$ cat config.mk
export PLATFORM = sky130hd
export DESIGN_NAME = dmem_arbiter
export DESIGN_NICKNAME = d
export VERILOG_FILES = /design/src/rtl/dmem_arbiter.sv
export SDC_FILE = /design/constraint.sdc
export NUM_CORES = 1
export LEC_CHECK = 0
export ABC_AREA = 1
export CAP_MARGIN = 25
export CORE_AREA = 3 3 115 117
export CTS_CLUSTER_DIAMETER = 40
export DETAILED_ROUTE_END_ITERATION = 10
export DIE_AREA = 0 0 118 120
export GPL_TIMING_DRIVEN = 0
export PLACE_DENSITY_LB_ADDON = 0.08
export SLEW_MARGIN = 20
export SYNTH_ARGS = -nofsm -noshare
export SYNTH_HDL_FRONTEND = slang
export SYNTH_SLANG_ARGS = --single-unit
$ cat constraint.sdc
create_clock -name clk -period 10.8 [get_ports clk]
set_input_delay 2.16 -clock clk [delete_from_list [all_inputs] [get_ports clk]]
set_output_delay 2.16 -clock clk [all_outputs]
set_load 0.02 [all_outputs]
$ cat src/rtl/dmem_arbiter.sv
// ============================================================================
// Module   : dmem_arbiter
// Purpose  : Round-robin, burst-bounded two-port arbiter in front of a
//            single-port word-addressed data memory, with registered reads.
// Revision : 1.0 - initial release
// ============================================================================
`default_nettype none

module dmem_arbiter #(
    parameter int MEM_WORDS = 512,
    parameter int BURST_MAX = 4
) (
    input  logic        clk,
    input  logic        reset,
    input  logic        m0_req,
    input  logic        m0_we,
    input  logic [31:0] m0_addr,
    input  logic [31:0] m0_wdata,
    input  logic        m1_req,
    input  logic        m1_we,
    input  logic [31:0] m1_addr,
    input  logic [31:0] m1_wdata,
    output logic        m0_gnt,
    output logic        m1_gnt,
    output logic        m0_rvalid,
    output logic        m1_rvalid,
    output logic [31:0] m0_rdata,
    output logic [31:0] m1_rdata,
    output logic        m0_err,
    output logic        m1_err,
    output logic [31:0] mem_addr,
    output logic [31:0] mem_wd,
    output logic        mem_we,
    input  logic [31:0] mem_rd
);

    localparam logic [29:0] c_mem_words = 30'(MEM_WORDS);
    localparam logic [3:0]  c_burst_max = 4'(BURST_MAX);

    logic        r_last_gnt;
    logic        r_owner;
    logic [3:0]  r_burst_cnt;
    logic        r_rvalid0, r_rvalid1;
    logic        r_err0, r_err1;
    logic [31:0] r_rdata0, r_rdata1;

    logic        w_any;
    logic        w_sel;
    logic        w_we;
    logic        w_err;
    logic        w_rd_ok;
    logic [31:0] w_addr;
    logic [31:0] w_wdata;

    // Reset masks every grant so nothing reaches the memory while it is held.
    always_comb begin
        w_any = 1'b0;
        w_sel = 1'b0;
        if (reset) begin
            w_any = 1'b0;
        end else if (m0_req && m1_req) begin
            w_any = 1'b1;
            w_sel = (r_burst_cnt < c_burst_max) ? r_owner : ~r_last_gnt;
        end else if (m0_req) begin
            w_any = 1'b1;
        end else if (m1_req) begin
            w_any = 1'b1;
            w_sel = 1'b1;
        end
    end

    assign w_addr  = w_sel ? m1_addr  : m0_addr;
    assign w_wdata = w_sel ? m1_wdata : m0_wdata;
    assign w_we    = w_sel ? m1_we    : m0_we;
    assign w_err   = w_any && ((w_addr[1:0] != 2'b00) || (w_addr[31:2] >= c_mem_words));
    assign w_rd_ok = w_any && !w_we && !w_err;

    assign m0_gnt   = w_any && !w_sel;
    assign m1_gnt   = w_any && w_sel;
    assign mem_addr = w_any ? {2'b00, w_addr[31:2]} : 32'd0;
    assign mem_wd   = w_any ? w_wdata : 32'd0;
    assign mem_we   = w_any && w_we && !w_err;

    assign m0_rvalid = r_rvalid0;
    assign m1_rvalid = r_rvalid1;
    assign m0_err    = r_err0;
    assign m1_err    = r_err1;
    assign m0_rdata  = r_rdata0;
    assign m1_rdata  = r_rdata1;

    always_ff @(posedge clk or posedge reset) begin
        if (reset) begin
            r_last_gnt  <= 1'b1;
            r_owner     <= 1'b0;
            r_burst_cnt <= 4'd0;
            r_rvalid0   <= 1'b0;
            r_rvalid1   <= 1'b0;
            r_err0      <= 1'b0;
            r_err1      <= 1'b0;
            r_rdata0    <= 32'd0;
            r_rdata1    <= 32'd0;
        end else begin
            r_rvalid0 <= w_rd_ok && !w_sel;
            r_rvalid1 <= w_rd_ok && w_sel;
            r_err0    <= w_err && !w_sel;
            r_err1    <= w_err && w_sel;
            if (w_rd_ok && !w_sel) r_rdata0 <= mem_rd;
            if (w_rd_ok && w_sel)  r_rdata1 <= mem_rd;

            // Burst counter saturates so a lone requester is never throttled.
            if (!w_any) begin
                r_burst_cnt <= 4'd0;
            end else if (w_sel == r_last_gnt) begin
                if (r_burst_cnt != 4'hF) r_burst_cnt <= r_burst_cnt + 4'd1;
            end else begin
                r_burst_cnt <= 4'd1;
                r_last_gnt  <= w_sel;
                r_owner     <= w_sel;
            end
        end
    end

endmodule

`default_nettype wire

### After elaboration in Yosys (flattened, before gate mapping)

Cells that the tools add are included.

| operators by class | value |
|---|---|
| equality and inequality tests | 3 |
| bitwise operators | 2 |
| mux-type cells | 16 |
| magnitude comparators | 2 |
| add/subtract/negate cells | 1 |
| reduce and logical (&&, ||, !) cells | 18 |

Operator list:

| cell | number |
|---|---|
| $mux W32 | 3 |
| $ge A30 B10 Y1 const B | 1 |
| $mux W30 | 1 |
| $logic_and A1 B1 Y1 | 12 |
| $mux W4 | 3 |
| $mux W1 | 9 |
| $add A4 B1 Y4 const B | 1 |
| $lt A4 B3 Y1 const B | 1 |
| $ne A4 B4 Y1 const B | 1 |
| $logic_not A1 Y1 | 3 |
| $ne A3 B2 Y1 const B | 1 |
| $not A1 Y1 | 2 |
| $reduce_and A2 Y1 | 1 |
| $reduce_bool A2 Y1 | 1 |
| $eq A1 B1 Y1 | 1 |
| $logic_or A1 B1 Y1 | 1 |

| word-level totals | value |
|---|---|
| logic and storage cells | 51 |
| output and inout bits | 135 |
| register bits | 74 |

### Logic depth before layout (Yosys ltp)

| depth | value |
|---|---|
| depth after elaboration | 11 |
| mapped depth | 17 |
| gate-level depth less buffers | 14 |

### Worst setup path after synthesis

Ideal clock, no wire load.

| path | value |
|---|---|
| path kind | input-to-output |
| start | input reset |
| end | output mem_wd[23] |
| cell stages on the path | 5 |
| buffers on the path | 1 |
| data required time | 8.640 ns |
| setup slack | 3.155 ns |
| data arrival time | 5.485 ns |
| cell sequence | inv_1 > o21ai_1 > nor2_1 > clkbuf_1 > a22o_1 |

| between the ends | value |
|---|---|
| longest elaborated chain between the ends | 3 |

RTL lines:

| item | line | text |
|---|---|---|
| from (decl) | 14 | `input logic reset,` |
| $mux W1 | 59 | `if (reset) begin` |
| $mux W32 | 73 | `assign w_wdata = w_sel ? m1_wdata : m0_wdata;` |
| $mux W32 * | 81 | `assign mem_wd = w_any ? w_wdata : 32'd0;` |
| to (decl) | 32 | `output logic [31:0] mem_wd,` |

Mark *: on every way between the ends. The rest lies on a longest branch, timed or not.

### Final worst setup path

| path | value |
|---|---|
| start | input reset |
| end | output mem_wd[29] |

The elaborated chain is that of the path after synthesis.

==> results.tsv <==
metric	value	unit
critPathMostFrequentCell	clkdlybuf4s50_1	
die_area	14200	sq um
drv_cap	0	
cts_root_buffer	clkbuf_16	
skew	0.00943	ns
final_common_cell	clkdlybuf4s50_1	
final_cell_mix	clkdlybuf4s50_1, nand2_1, dfrtp_1	
synth-seq-cells	74	
nets	1044	
timing.critical_path.buf_inv	4	
gp_congestion	0.917	
arrival	5.35	ns
cts_setup_buffers	0	
cts_sinks	74	
post_drt_wl_per_cell	18.5	microns
post-route-drc-count	0	
setup_tns	0	ns
grt_pass1_vias	5496	
hold_viol_final	0	
fin_area	8000	sq um
ys_types	35	
max-slew-margin-rel	52.3	%
hold_ws	0.480	ns
clock.fmax	0.133	GHz
ctsHoldBuffers	0	
vias	5412	
endpoint_kind	output port	
status	completed	
top_layer	met4	
crit_slowest_cell	clkdlybuf4s50_1	
synth_xor_area_share	0.390	%
ys_warn_count	0	
dpl.cell_count	1038	
finalSetupViolCount	0	
maxSlewViolCount	0	
portBuffers	298	
cp_top_family	buffers and inverters	
min_period	7.51	ns
ys_seq_area_share	41.2	%
drive_gt1_share	8.28	%
synthMuxAreaShare	0	%
cts_tree	built	
die_y	120	microns
path_class	in -> out	
insertion_delay	0.34	ns
dr.first_iter.drc_count	630	
totalWireLength	19500	microns
grt_max_degree	40	
dieWidth	118	microns
synthAdderAreaFrac	0.278	%
post_cts_resized	0	
placed_cell_area	7720	sq um
ios	301	
hold_path_class	reg -> reg	
wl_met1	7200	microns
htreeDepth	3	
leakagePower	3.83	nW
fin_cells	1054	
clkTransAtPathRegs	0.06	ns
synthSimpleGateAreaFrac	36.7	%
grt_first_pass_wirelength	30100	microns
antenna_left	0	
area_growth	78.0	%
rows	41	
worst_ir_drop_vdd	79.3	uV
critPathMaxFanout	39	
fillCellCount	1074	
synth_top_family_by_area	simple AND/OR/NAND/NOR gates	
grt_usage	26.9	%
post-route-period-util	69.5	%
antenna_cells	0	
via_per_inst	5.13	
wl_met2	10100	microns
crit_chain	clkdlybuf4s50_1 -> inv_4 -> o21ai_1 -> nor2_1 -> clkbuf_1 -> a22o_1 -> clkdlybuf4s50_1	
gr-total-overflow	0	
hpwlAfterDp	16000	microns
synth_compound_area_share	10.3	%
power_density	103	nW/um^2
tightestPinTransition	0.711	ns
numCtsBuffers	9	
final_util	64.2	%
drtPass1Iterations	5	
syn-mean-instance-area	7.94	sq um
worstPathRequired	8.64	ns
clockBufferDepth	2	
fp.coreArea	12500	sq um
critPathLaunchType	input port	
rsz0062_at_grt	no	
initial_core_util	36.1	%
syn_inst	566	
synth_area	4500	sq um
antenna_found_initial	0	
slowest_delay	0.67	ns
wl_met3	1470	microns
==> tightest hold or removal path, stage by stage (launching register included) <==
cell     delay (ns)
dfrtp_1        0.34
nand2_1        0.05
nand2_1        0.05
==> flip-flops by register name, indices dropped and copies added, names as in the netlist <==
name,cells
m1_rdata,32
m0_err,1
r_owner,1
r_last_gnt,1
m1_err,1
r_burst_cnt,4
m0_rdata,32
m0_rvalid,1
m1_rvalid,1
==> layer usage <==
metal,up-vias,global-route usage [%]
met5,-,0
met4,0,11.1
met3,40,7.16
met2,267,49.0
met1,2565,29.7
li1,2540,-
==> cell usage after synthesis, drive strengths merged <==
library cell / n / area [sq um]
a211oi: 1 / 7.51
a21oi: 3 / 15.0
a22o: 41 / 359
and3: 1 / 6.26
buf: 36 / 320
clkbuf: 11 / 41.3
conb: 1 / 3.75
dfrtp: 73 / 1830
dfstp: 1 / 26.3
ha: 1 / 12.5
inv: 36 / 138
nand2: 209 / 808
nand3: 15 / 87.6
nand3b: 11 / 95.1
nand4: 67 / 449
nor2: 42 / 198
nor3: 1 / 5.00
o211ai: 1 / 7.51
o21ai: 13 / 72.6
xor2: 2 / 17.5
==> power breakdown <==
part / total, mW / internal [mW] / switching [mW]
registers: 0.284 / 0.281 / 0.00244
clock network: 0.283 / 0.163 / 0.120
logic: 0.260 / 0.127 / 0.133
total: 0.827 / 0.572 / 0.255
==> metrics by stage <==
stage / setup WS, ns / total power, mW
finish: 3.29 / 0.827
global route: 3.06 / 0.859
CTS: 3.22 / 0.832
floorplan: 3.15 / 0.410
global placement: 0.916 / 0.546
detailed placement: 3.23 / 0.550
==> cell families (layout without fill, tap and decap cells) <==
| logic type | after synthesis | in the layout |
|---|---|---|
| fa+ha+maj | 1 | 1 |
| flops | 74 | 74 |
| compound gates | 59 | 59 |
| buf+inv | 83 | 398 |
| other cells | 1 | 2 |
| simple gates | 346 | 346 |
| xor+xnor | 2 | 2 |
==> path summary, 6_finish.rpt <==
check,from,to,slack [ns],cells past startpoint
hold reg to reg,m1_rdata[25],m1_rdata[25],0.48,2
setup reg to reg,r_last_gnt,m0_rdata[18],8.22,15
min in group asynchronous,reset,m1_rdata[24],2.30,2
setup / recovery,reset,mem_wd[29],3.29,7
max in group asynchronous,reset,r_last_gnt,7.89,3
hold / removal,m1_rdata[25],m1_rdata[25],0.48,2
==> area by class of cell <==
| type | instances | area (sq um) | area share, % |
|---|---|---|---|
| tap | 172 | 215 | 2.69 |
| clock inverter | 5 | 38.8 | 0.485 |
| buffer | 47 | 362 | 4.52 |
| inverter | 36 | 140 | 1.75 |
| sequential | 74 | 1850 | 23.2 |
| timing repair buffer | 299 | 3000 | 37.5 |
| clock buffer | 11 | 243 | 3.03 |
| multi-input combinational | 410 | 2150 | 26.8 |
(Power assumes the default switching activity.)
